==> src/rtl/ps2_scancode_rx.sv <==
// PS/2 device-to-host receiver: deglitch, deframe, fold E0/F0 prefixes,
// and queue key events in a small first-word-fall-through FIFO.
module ps2_scancode_rx #(
   parameter int FILTER_LEN = 4,
   parameter int TIMEOUT    = 25000,
   parameter int FIFO_DEPTH = 4
) (
   input  logic       clk,
   input  logic       res_n,
   input  logic       ps2_clk,
   input  logic       ps2_data,
   input  logic       rd_en,
   output logic       valid,
   output logic [7:0] code,
   output logic       released,
   output logic       extended,
   output logic       frame_err,
   output logic       overflow
);

   localparam int FW = (FILTER_LEN > 2) ? $clog2(FILTER_LEN) : 1;
   localparam int TW = $clog2(TIMEOUT + 1);
   localparam int AW = $clog2(FIFO_DEPTH);
   localparam int CW = AW + 1;

   typedef enum logic [1:0] {
      S_IDLE,
      S_DATA,
      S_PARITY,
      S_STOP
   } state_t;

   // bit 0 carries ps2_clk, bit 1 carries ps2_data
   logic [1:0]    sync1_q;
   logic [1:0]    sync2_q;
   logic [1:0]    filt_q;
   logic [FW-1:0] fcnt_q [2];
   logic          kclk_prev_q;
   logic          bit_ev;
   logic          kdat;

   always_ff @(posedge clk or negedge res_n) begin
      if (!res_n) begin
         sync1_q     <= 2'b11;
         sync2_q     <= 2'b11;
         filt_q      <= 2'b11;
         fcnt_q[0]   <= '0;
         fcnt_q[1]   <= '0;
         kclk_prev_q <= 1'b1;
      end else begin
         sync1_q     <= {ps2_data, ps2_clk};
         sync2_q     <= sync1_q;
         kclk_prev_q <= filt_q[0];
         for (int i = 0; i < 2; i++) begin
            if (sync2_q[i] == filt_q[i]) begin
               fcnt_q[i] <= '0;
            end else if (fcnt_q[i] == FW'(FILTER_LEN - 1)) begin
               filt_q[i] <= sync2_q[i];
               fcnt_q[i] <= '0;
            end else begin
               fcnt_q[i] <= fcnt_q[i] + FW'(1);
            end
         end
      end
   end

   assign bit_ev = kclk_prev_q & ~filt_q[0];
   assign kdat   = filt_q[1];

   state_t        state_q;
   logic [2:0]    bit_cnt_q;
   logic [7:0]    shift_q;
   logic          par_q;
   logic [TW-1:0] to_cnt_q;
   logic          ext_pend_q;
   logic          brk_pend_q;
   logic          push_q;
   logic [9:0]    push_data_q;
   logic          frame_err_q;
   logic          timed_out;

   assign timed_out = (state_q != S_IDLE) && !bit_ev &&
                      (to_cnt_q == TW'(TIMEOUT));

   // Deframing and prefix folding share one cycle so a good stop bit
   // becomes a push request on the very next edge.
   always_ff @(posedge clk or negedge res_n) begin
      if (!res_n) begin
         state_q     <= S_IDLE;
         bit_cnt_q   <= '0;
         shift_q     <= '0;
         par_q       <= 1'b0;
         to_cnt_q    <= '0;
         ext_pend_q  <= 1'b0;
         brk_pend_q  <= 1'b0;
         push_q      <= 1'b0;
         push_data_q <= '0;
         frame_err_q <= 1'b0;
      end else begin
         push_q      <= 1'b0;
         frame_err_q <= 1'b0;

         if (state_q == S_IDLE || bit_ev) begin
            to_cnt_q <= '0;
         end else begin
            to_cnt_q <= to_cnt_q + TW'(1);
         end

         if (timed_out) begin
            state_q     <= S_IDLE;
            to_cnt_q    <= '0;
            frame_err_q <= 1'b1;
            ext_pend_q  <= 1'b0;
            brk_pend_q  <= 1'b0;
         end else if (bit_ev) begin
            case (state_q)
               S_IDLE: begin
                  if (!kdat) begin
                     state_q   <= S_DATA;
                     bit_cnt_q <= '0;
                  end else begin
                     frame_err_q <= 1'b1;
                     ext_pend_q  <= 1'b0;
                     brk_pend_q  <= 1'b0;
                  end
               end
               S_DATA: begin
                  shift_q   <= {kdat, shift_q[7:1]};
                  bit_cnt_q <= bit_cnt_q + 3'd1;
                  if (bit_cnt_q == 3'd7) begin
                     state_q <= S_PARITY;
                  end
               end
               S_PARITY: begin
                  par_q   <= kdat;
                  state_q <= S_STOP;
               end
               S_STOP: begin
                  state_q <= S_IDLE;
                  if (kdat && ((^shift_q) ^ par_q)) begin
                     if (shift_q == 8'hE0) begin
                        ext_pend_q <= 1'b1;
                     end else if (shift_q == 8'hF0) begin
                        brk_pend_q <= 1'b1;
                     end else begin
                        push_q      <= 1'b1;
                        push_data_q <= {ext_pend_q, brk_pend_q, shift_q};
                        ext_pend_q  <= 1'b0;
                        brk_pend_q  <= 1'b0;
                     end
                  end else begin
                     frame_err_q <= 1'b1;
                     ext_pend_q  <= 1'b0;
                     brk_pend_q  <= 1'b0;
                  end
               end
               default: state_q <= S_IDLE;
            endcase
         end
      end
   end

   logic [9:0]    mem_q [FIFO_DEPTH];
   logic [AW-1:0] rd_ptr_q;
   logic [AW-1:0] wr_ptr_q;
   logic [CW-1:0] count_q;
   logic          valid_q;
   logic [9:0]    head_q;
   logic          overflow_q;

   logic          pop;
   logic          full;
   logic          wr_ok;
   logic          ovf_d;
   logic [CW-1:0] count_d;
   logic [AW-1:0] rd_ptr_d;
   logic [9:0]    head_d;

   // The head is registered from next-state pointers so the outputs hold
   // their last value once the FIFO drains.
   always_comb begin
      pop      = rd_en & valid_q;
      full     = (count_q == CW'(FIFO_DEPTH));
      wr_ok    = push_q & (~full | pop);
      ovf_d    = push_q & full & ~pop;
      count_d  = count_q;
      rd_ptr_d = rd_ptr_q;
      head_d   = head_q;
      if (wr_ok && !pop) begin
         count_d = count_q + CW'(1);
      end else if (!wr_ok && pop) begin
         count_d = count_q - CW'(1);
      end
      if (pop) begin
         rd_ptr_d = rd_ptr_q + AW'(1);
      end
      if (count_d != '0) begin
         if (wr_ok && (rd_ptr_d == wr_ptr_q)) begin
            head_d = push_data_q;
         end else begin
            head_d = mem_q[rd_ptr_d];
         end
      end
   end

   always_ff @(posedge clk or negedge res_n) begin
      if (!res_n) begin
         for (int i = 0; i < FIFO_DEPTH; i++) begin
            mem_q[i] <= '0;
         end
         rd_ptr_q   <= '0;
         wr_ptr_q   <= '0;
         count_q    <= '0;
         valid_q    <= 1'b0;
         head_q     <= '0;
         overflow_q <= 1'b0;
      end else begin
         if (wr_ok) begin
            mem_q[wr_ptr_q] <= push_data_q;
            wr_ptr_q        <= wr_ptr_q + AW'(1);
         end
         rd_ptr_q   <= rd_ptr_d;
         count_q    <= count_d;
         valid_q    <= (count_d != '0);
         head_q     <= head_d;
         overflow_q <= ovf_d;
      end
   end

   assign valid     = valid_q;
   assign code      = head_q[7:0];
   assign released  = head_q[8];
   assign extended  = head_q[9];
   assign frame_err = frame_err_q;
   assign overflow  = overflow_q;

endmodule

==> config.mk <==
export PLATFORM = sky130hd
export DESIGN_NAME = ps2_scancode_rx
export DESIGN_NICKNAME = d
export VERILOG_FILES = /design/src/rtl/ps2_scancode_rx.sv
export SDC_FILE = /design/constraint.sdc
export NUM_CORES = 1
export LEC_CHECK = 0
export ABC_AREA = 1
export BUFFER_PORTS_ARGS = -buffer_cell sky130_fd_sc_hd__buf_2
export CAP_MARGIN = 20
export CORE_MARGIN = 10
export CORE_UTILIZATION = 40
export CTS_BUF_LIST = sky130_fd_sc_hd__clkbuf_16
export DETAILED_ROUTE_END_ITERATION = 8
export MAX_ROUTING_LAYER = met4
export PLACE_DENSITY = 0.64
export SYNTH_ARGS = -nofsm -noshare
export SYNTH_HDL_FRONTEND = slang
export SYNTH_SLANG_ARGS = --single-unit
export TNS_END_PERCENT = 5
==> constraint.sdc <==
create_clock -name clk -period 1.7 [get_ports clk]
set_input_delay 0.085 -clock clk [delete_from_list [all_inputs] [get_ports clk]]
set_output_delay 0.085 -clock clk [all_outputs]
set_load 0.05 [all_outputs]
# Word-level counts from Yosys, hierarchy flattened
# Index checks and enable logic that the tools add are counted.
# Widths: inputs -> output; s select.
word_totals:
  output_inout_bits: 13
  input_bits: 5
  reg_bits: 113
op_classes:
  n_reduce_logical: 27
  add_sub_neg: 8
  bitwise_logic: 17
  eq_ne: 19
  order_cmp: 3
  n_mux: 47
op_table:
  columns: ["op", "n"]
  rows:
  - ["$bwmux 40", 1]
  - ["$mux 10", 4]
  - ["$mux 15", 2]
  - ["$mux 1", 21]
  - ["$bmux 10 s2", 1]
  - ["$demux 10 s2", 1]
  - ["$mux 2", 9]
  - ["$eq 8x8->1 const B", 2]
  - ["$add 15x1->15 const B", 1]
  - ["$eq 15x15->1 const B", 1]
  - ["$reduce_and 4->1", 3]
  - ["$mux 3", 3]
  - ["$ne 3x3->1 const B", 3]
  - ["$reduce_and 3->1", 3]
  - ["$add 2x1->2 const B", 4]
  - ["$eq 2x2->1 const B", 4]
  - ["$not 1->1", 8]
  - ["$pmux 2 s4", 1]
  - ["$reduce_xor 8->1", 1]
  - ["$logic_and 1x1->1", 7]
  - ["$add 3x1->3 const B", 2]
  - ["$eq 3x3->1 const B", 2]
  - ["$ge 3x3->1 const B", 2]
  - ["$not 2->3", 2]
  - ["other kinds (20)", 33]

# Longest topological paths before layout
# Gate-level depths: netlist of run 1.
logic_depth:
  word_depth: 9
  depth_mapped: 14
  mapped_depth_nobuf: 14

# Least setup slack after synthesis of run 1
# No wires, ideal clock.
synth_path:
  kind: "flip-flop to flip-flop"
  startpoint: "reg valid_q, in the netlist valid"
  endpoint: "reg head_q[1]"
  arrival_ns: 1.664
  stages_incl_launch_ff: 10
  path_slack_ns: -0.084
  cell_sequence: "dfrtp_1 -> nand2_2 -> nor2_2 -> inv_2 -> nand2_2 -> xor2_1 -> nand3_1 -> buf_4 -> nand3_1 -> nand2_1"
synth_between:
  elab_chain_cells: 8
synth_rtl:
  columns: ["element", "line", "text"]
  rows:
  - ["start: declaration", "167", "logic valid_q;"]
  - ["start signal: assignment", "224", "valid_q <= (count_d != '0);"]
  - ["$and 1x1->1 *", "182", "pop = rd_en & valid_q;"]
  - ["$or 1x1->1", "184", "wr_ok = push_q & (~full | pop);"]
  - ["$and 1x1->1", "184", null]
  - ["$logic_not 1->1", "191", "end else if (!wr_ok && pop) begin"]
  - ["$logic_and 1x1->1", "191", null]
  - ["$mux 3", "191", null]
  - ["$mux 3", "189", "if (wr_ok && !pop) begin"]
  - ["$reduce_bool 3->1", "197", "if (count_d != '0) begin"]
  - ["end signal: assignment", "215", "head_q <= '0;"]
  - ["end signal: assignment", "225", "head_q <= head_d;"]
  - ["end: declaration", "168", "logic [9:0] head_q;"]
# Mark *: on every way between the ends. The rest lies on a longest branch, timed or not. The select of a mux whose other input is x is not followed.
# A chain may end at the register's enable or synchronous reset.

# Worst setup path in the final report of run 1
layout_path:
  startpoint: "reg shift_q[5]"
  endpoint: "reg push_data_q[6]"
layout_between:
  elab_chain_cells: 4
layout_rtl:
  columns: ["element", "line", "text"]
  rows:
  - ["start: declaration", "72", "logic [7:0] shift_q;"]
  - ["start signal: assignment", "128", "shift_q <= {kdat, shift_q[7:1]};"]
  - ["$reduce_xor 8->1", "140", "if (kdat && ((^shift_q) ^ par_q)) begin"]
  - ["$xor 1x1->1", "140", null]
  - ["$logic_and 1x1->1", "140", null]
  - ["$reduce_and 6->1 (no line) *", null, null]
  - ["end signal: assignment", "147", "push_data_q <= {ext_pend_q, brk_pend_q, shift_q};"]
  - ["end: declaration", "78", "logic [9:0] push_data_q;"]
# Mark *: on every way between the ends. The rest lies on a longest branch, timed or not.

==> results of run 1 <==
-- final cells by class --
class | count | share of cell area (%)
flip-flops and latches | 113 | 41.1
multi-input cells | 448 | 35.5
repair buffers | 62 | 7.78
clock buffers | 17 | 6.15
inverters | 77 | 4.22
well taps | 176 | 3.19
clock inverters | 15 | 2.08
-- what timing repair did --
| action | 4_1_cts | 5_1_grt |
|---|---|---|
| gates cloned | 0 | 1 |
| endpoints found under the setup margin | 14 | 40 |
| hold buffers | 3 | 0 |
| endpoints found under the hold margin | 34 | 0 |
| buffers inserted | 0 | 3 |
| pin swaps | 1 | 12 |
| gates resized for setup | 7 | 34 |
-- through the flow --
step | power [uW] | TNS [ns] | instances | area [um^2]
2_1_floorplan | 5990 | -0.0142 | 658 | 5550
4_1_cts | 10800 | -0.172 | 904 | 6790
5_1_grt | 11600 | -2.89 | 908 | 6910
6_report | 10900 | -0.240 | 908 | 6910
3_5_place_dp | 7230 | -0.832 | 869 | 6130
3_3_place_gp | 7130 | 0 | 869 | 6130
-- layer usage --
metal,GRT usage (%),vias to the layer above
li1,-,2232
met1,16.9,2075
met2,21.9,84
met3,3.61,10
met4,4.58,0
met5,-,-
-- worst min-delay path: cells and delay by family --
kind | cells | cell delay, ns
buffers and inverters | 1 | 0.10
and+or+nand+nor | 3 | 0.24
-- power by group --
part / switching (uW) / internal (uW)
Clock: 1250 / 2140
Sequential: 276 / 3110
Combinational: 2630 / 1470
-- kinds of logic after synthesis --
group | after synthesis | share of synthesized area (%)
AND/OR/NAND/NOR | 335 | 27.2
flip-flops | 113 | 51.2
buffers and inverters | 97 | 6.97
AO/OA/AOI/OAI | 80 | 7.87
adder cells (fa/ha/maj) | 23 | 5.19
XOR/XNOR | 10 | 1.58
-- path summary, 6_finish.rpt --
path	end	startpoint
max	push_data_q[6]$_DFFE_PN0P_	shift_q[5]$_DFFE_PN0P_
min	overflow$_DFF_PN0_	rd_en
max reg2reg	push_data_q[6]$_DFFE_PN0P_	shift_q[5]$_DFFE_PN0P_
min reg2reg	sync2_q[1]$_DFF_PN1_	sync1_q[1]$_DFF_PN1_
max in group asynchronous	filt_q[1]$_DFFE_PN1P_	res_n
min in group asynchronous	mem_q[17]$_DFFE_PN0P_	res_n
-- cells in the mapped netlist --
library cell	instances	share of area, %
a21oi_4	1	0.29
nor2_2	6	0.68
ha_1	23	5.2
nand3_4	1	0.32
xor2_1	5	0.79
nand4_1	4	0.45
nor3b_1	3	0.41
nand3_1	65	5.9
nor2_1	22	1.5
dfrtp_1	106	48
o21ai_1	10	0.90
buf_6	1	0.20
nor3_1	12	1.1
nor3_2	2	0.36
clkinv_1	1	0.068
a31oi_4	1	0.38
nor3b_2	1	0.23
clkbuf_1	9	0.61
nand2_2	11	1.2
nand3b_1	1	0.14
dfstp_2	7	3.3
a21oi_2	1	0.16
a21oi_1	6	0.54
o211ai_1	1	0.14
a31oi_1	2	0.23
buf_4	1	0.14
xnor2_1	5	0.79
nand3_2	5	0.90
inv_2	7	0.47
o21ai_0	58	5.2
inv_1	69	4.7
nand2_1	199	13
buf_2	9	0.81
nor2_4	3	0.61
-- sequential cells by signal (all words and copies together) (netlist names), 2 cells and up --
signal and flops:
count_q 3, bit_cnt_q 3, filt_q 2, shift_q 8, mem_q 40, head_q 10
rd_ptr_q 2, sync2_q 2, state_q 2, fcnt_q 4, to_cnt_q 15, push_data_q 10
wr_ptr_q 2, sync1_q 2
==> results.yml, run 1 <==
place:
  hpwl_mm: 8.35
  io_buffers: 17
  gp_congestion: 0.835
  post-place-ws_ns: -0.0910
clocking:
  cts_tree: "done"
  cts.path.max_buffers: 2
  h-tree-depth: 4
  cts.sinks: 113
  clkTransAtPathRegs_ns: 0.05
  cts-root-buf: "clkbuf_16"
  insertion_delay_ns: 0.42
  cts_buffers: 17
sta:
  whs_ns: 0.0587
  worst_pin_slew_ns: 0.488
  fmax_mhz: 576
  timing.final.crit_period_ns: 1.74
  rsz0062_at_grt: "yes"
  slew_violations: 0
  setup_slack_ns: -0.0358
  skew_ns: 0.0174
  setup_viol: 9
  fin_crit_sh_pct: 102
  relSlewSlack_pct: 67.4
  hold_violations: 0
min_path:
  min-delay-path-class: "input pin to flip-flop"
  hold_path_depth: 4
cells_and_area:
  drive_above_1_share_pct: 23.6
  nFillCells: 1217
  fin_util_pct: 51.6
  layout_common_cells: "188 x nand2_1, 104 x dfrtp_1, 64 x nand3_1"
  num_antenna_cells: 0
  multiInputGateArea_mm2: 0.00245
  regArea_mm2: 0.00284
  final_common_cell: "nand2_1"
  fin_nets: 747
  syn2layout_area_growth_pct: 24.7
critical_path:
  critical_path_buf_inv_count: 3
  cp_slowest_stage_delay_ns: 0.41
  start_kind: "flip-flop"
  reg2reg_depth: 13
  cp-end-kind: "flip-flop"
  r2r_setup_slack_ns: -0.04
  crit_type: "flip-flop to flip-flop"
  crit_arrival_ns: 2.04
  crit_cells: 13
  cp_max_fo: 8
  critical_path.top_delay_family: "simple AND/OR/NAND/NOR gates"
  crit_required_ns: 2.00
  path_cells: "ha_4, inv_2, nand2_1, nand2_2, nand2_2, nand2_1, nand2_1, nand4_1, inv_2, nand2_4, clkbuf_16, nand2_2, o21ai_1"
  cp_slowest_cell: "dfrtp_1"
die:
  die_h_um: 138
  die_area_mm2: 0.0190
  core_mm2: 0.0134
  io-pin-count: 18
  die_w_um: 138
  start_util_pct: 41.4
  rows: 42
job:
  maxCapViolations: 0
yosys:
  ys_ff_latch: 113
  syn_area_mm2: 0.00555
  seq_area_frac_synth_pct: 51.2
  avgSynthCellArea_um2: 8.43
  synth_nets: 686
  synth_warnings: 0
  postSynthCellCount: 658
  synth_cell_types: 34
detailed_routing:
  wl_mm: 12.1
  drtPass1Iterations: 5
  vias: 4401
  wl_met3_um: 530
  dr.max_layer_used: "met4"
  wl_per_cell_um: 13.4
  wl_met2_mm: 5.91
  via_per_inst: 4.85
  wl_met1_mm: 5.60
  dr.first_iter.drc_count: 247
  drc: 0
  drtAntennaViolNets: 0
global_routing:
  antenna_found_initial: 0
  grt_max_degree: 50
  grt_pass1_wl_mm: 20.4
  grt_pass1_vias: 4279
  grt-ovfl-total: 0
  grt_use_total_pct: 13.8
run_status:
  failed_checks: "negative setup slack"
  status: "complete, but fails checks"
power:
  power_leakage_uw: 0.00328
  peakVddDrop_uv: 853
  powerDensity_mw_per_mm2: 1570
No activity file was read; power rests on OpenSTA's default activity.
==> run 2: changes to the inputs <==
Settings changed: CELL_PAD_IN_SITES_DETAIL_PLACEMENT set to 1, CELL_PAD_IN_SITES_GLOBAL_PLACEMENT set to 1, CORE_UTILIZATION 40 to 43, PLACE_DENSITY 0.64 to 0.85.
==> results.yml, run 2 (synthesis results as in run 1) <==
job:
  maxCapViolations: 0
global_routing:
  grt_pass1_vias: 5430
  grt_util_met2_pct: 34.6
  met1_usage_pct: 21.2
  grt_use_met3_pct: 4.59
  grt_use_total_pct: 20.0
  antenna_found_initial: 0
  grt_pass1_wl_mm: 27.9
  top_usage_layer: "met2"
  grt_max_degree: 46
  grt-ovfl-total: 0
die:
  die_w_um: 134
  io-pin-count: 18
  rows: 41
  core_mm2: 0.0126
  start_util_pct: 43.9
  die_area_mm2: 0.0178
  die_h_um: 134
critical_path:
  cp-end-kind: "flip-flop"
  path_cells: "inv_2, ha_4, xnor2_1, nand2_2, nand3_2, nand2_1, nor2_2, nand3b_1, nand3_2, nand2_2"
  cp_max_fo: 3
  r2r_start: "shift_q[0]$_DFFE_PN0P_"
  crit_type: "flip-flop to flip-flop"
  crit_required_ns: 2.02
  crit_arrival_ns: 2.19
  reg2reg_depth: 10
  start_kind: "flip-flop"
  cp_slowest_cell: "dfrtp_1"
  r2r_setup_slack_ns: -0.18
  cp_slowest_stage_delay_ns: 0.40
  r2r-end: "brk_pend_q$_DFFE_PN0P_"
cells_and_area:
  fin_util_pct: 57.1
  drive_above_1_share_pct: 28.7
  largest_reg_flops: 40
  nFillCells: 1479
  num_antenna_cells: 0
  fin_nets: 761
  final_common_cell: "nand2_1"
  layout_common_cells: "178 x nand2_1, 105 x dfrtp_1, 60 x nand3_1"
  top_register: "mem_q"
  largest_registers: "mem_q x40, to_cnt_q x15"
  syn2layout_area_growth_pct: 29.9
sta:
  hold_violations: 0
  setup_viol: 16
  relSlewSlack_pct: 71.2
  timing.final.crit_period_ns: 1.88
  fin_crit_sh_pct: 110
  worst_pin_slew_ns: 0.429
  setup_slack_ns: -0.176
  fmax_mhz: 533
  whs_ns: 0.0330
  rsz0062_at_grt: "yes"
  slew_violations: 0
  skew_ns: 0.00986
min_path:
  min-delay-start: "rd_en"
  hold_path_depth: 4
  hold_path_end: "overflow$_DFF_PN0_"
  min-delay-path-class: "input pin to flip-flop"
detailed_routing:
  drtPass1Iterations: 5
  vias: 4938
  drtAntennaViolNets: 0
  via_per_inst: 5.38
  wl_per_cell_um: 18.8
  dr.first_iter.drc_count: 399
  wl_mm: 17.3
  drc: 0
place:
  hpwl_mm: 10.2
  gp_congestion: 0.830
  io_buffers: 17
clocking:
  clkTransAtPathRegs_ns: 0.06
  h-tree-depth: 4
  insertion_delay_ns: 0.43
  cts.path.max_buffers: 2
  cts-root-buf: "clkbuf_16"
  cts.sinks: 113
  cts_tree: "done"
  cts_buffers: 17
run_status:
  failed_checks: "negative setup slack"
  status: "complete, but fails checks"
power:
  peakVddDrop_uv: 748
  power_leakage_uw: 0.00337
  powerDensity_mw_per_mm2: 1680
==> run 2: changes by cell type in the layout (fill, tap and decap cells not counted), sizes merged <==
cell,change
buf,+13
bufinv,+2
clkinvlp,+2
inv,-3
==> run 2: worst max path at each step <==
stage                                       from                          to  slack [ns]
after global placement      count_q[0]$_DFF_PN0_       head_q[1]$_DFFE_PN0P_       -0.02
after CTS                 shift_q[0]$_DFFE_PN0P_      brk_pend_q$_DFFE_PN0P_       -0.05
after global routing       to_cnt_q[1]$_DFF_PN0_      ext_pend_q$_DFFE_PN0P_       -0.25
after floorplan           shift_q[4]$_DFFE_PN0P_  push_data_q[8]$_DFFE_PN0P_      -0.007
final                     shift_q[0]$_DFFE_PN0P_      brk_pend_q$_DFFE_PN0P_       -0.18
after detailed placement  shift_q[4]$_DFFE_PN0P_  push_data_q[6]$_DFFE_PN0P_       -0.14
==> run 2: timing repair <==
item                                    4_1_cts  5_1_grt
gates resized for setup                      52       32
hold buffers                                  3        0
gates cloned                                  2        1
setup buffers                                 7        3
pin swaps                                    13       12
endpoints found under the setup margin       29       41
hold endpoints to repair                    110        0
==> run 2: layout make-up <==
type,count,area (um^2),share of cell area (%)
tap,172,215,2.99
multi-input combinational,448,2580,35.8
inverter,77,295,4.10
timing repair inverter,1,7.51,0.104
sequential,113,2840,39.4
timing repair buffer,75,648,9.00
clock inverter,15,193,2.67
clock buffer,17,425,5.90
==> run 2: worst max-delay path, delay by kind of cell, from the launching register on <==
family,cells,cell delay (ns)
and+or+nand+nor,7,0.87
xor gates and xnor gates,1,0.18
buffers and inverters,1,0.09
adders and majority gates,1,0.21
DFF,1,0.40
==> run 2: layer usage <==
metal	up-vias	wire length [um]
met5	-	0
met4	0	461
met3	46	728
met2	125	9250
met1	2513	6860
li1	2254	-
==> run 2: through the flow <==
step	std cells	setup TNS, ns	cell area (um^2)	setup slack, ns	total power (uW)
2_1_floorplan	658	-0.0142	5550	-0.00710	5990
3_3_place_gp	870	-0.0690	6160	-0.0242	7220
3_5_place_dp	870	-2.08	6160	-0.138	7470
4_1_cts	914	-0.372	7070	-0.0548	11800
5_1_grt	918	-4.74	7200	-0.247	12800
6_report	918	-1.63	7200	-0.176	12100
==> run 2: report_power, final <==
part,internal (uW),leakage [uW],switching [uW]
clock,2430,0.000288,1320
sequential,3110,0.00150,304
combinational,1790,0.00158,3140
total,7330,0.00337,4760
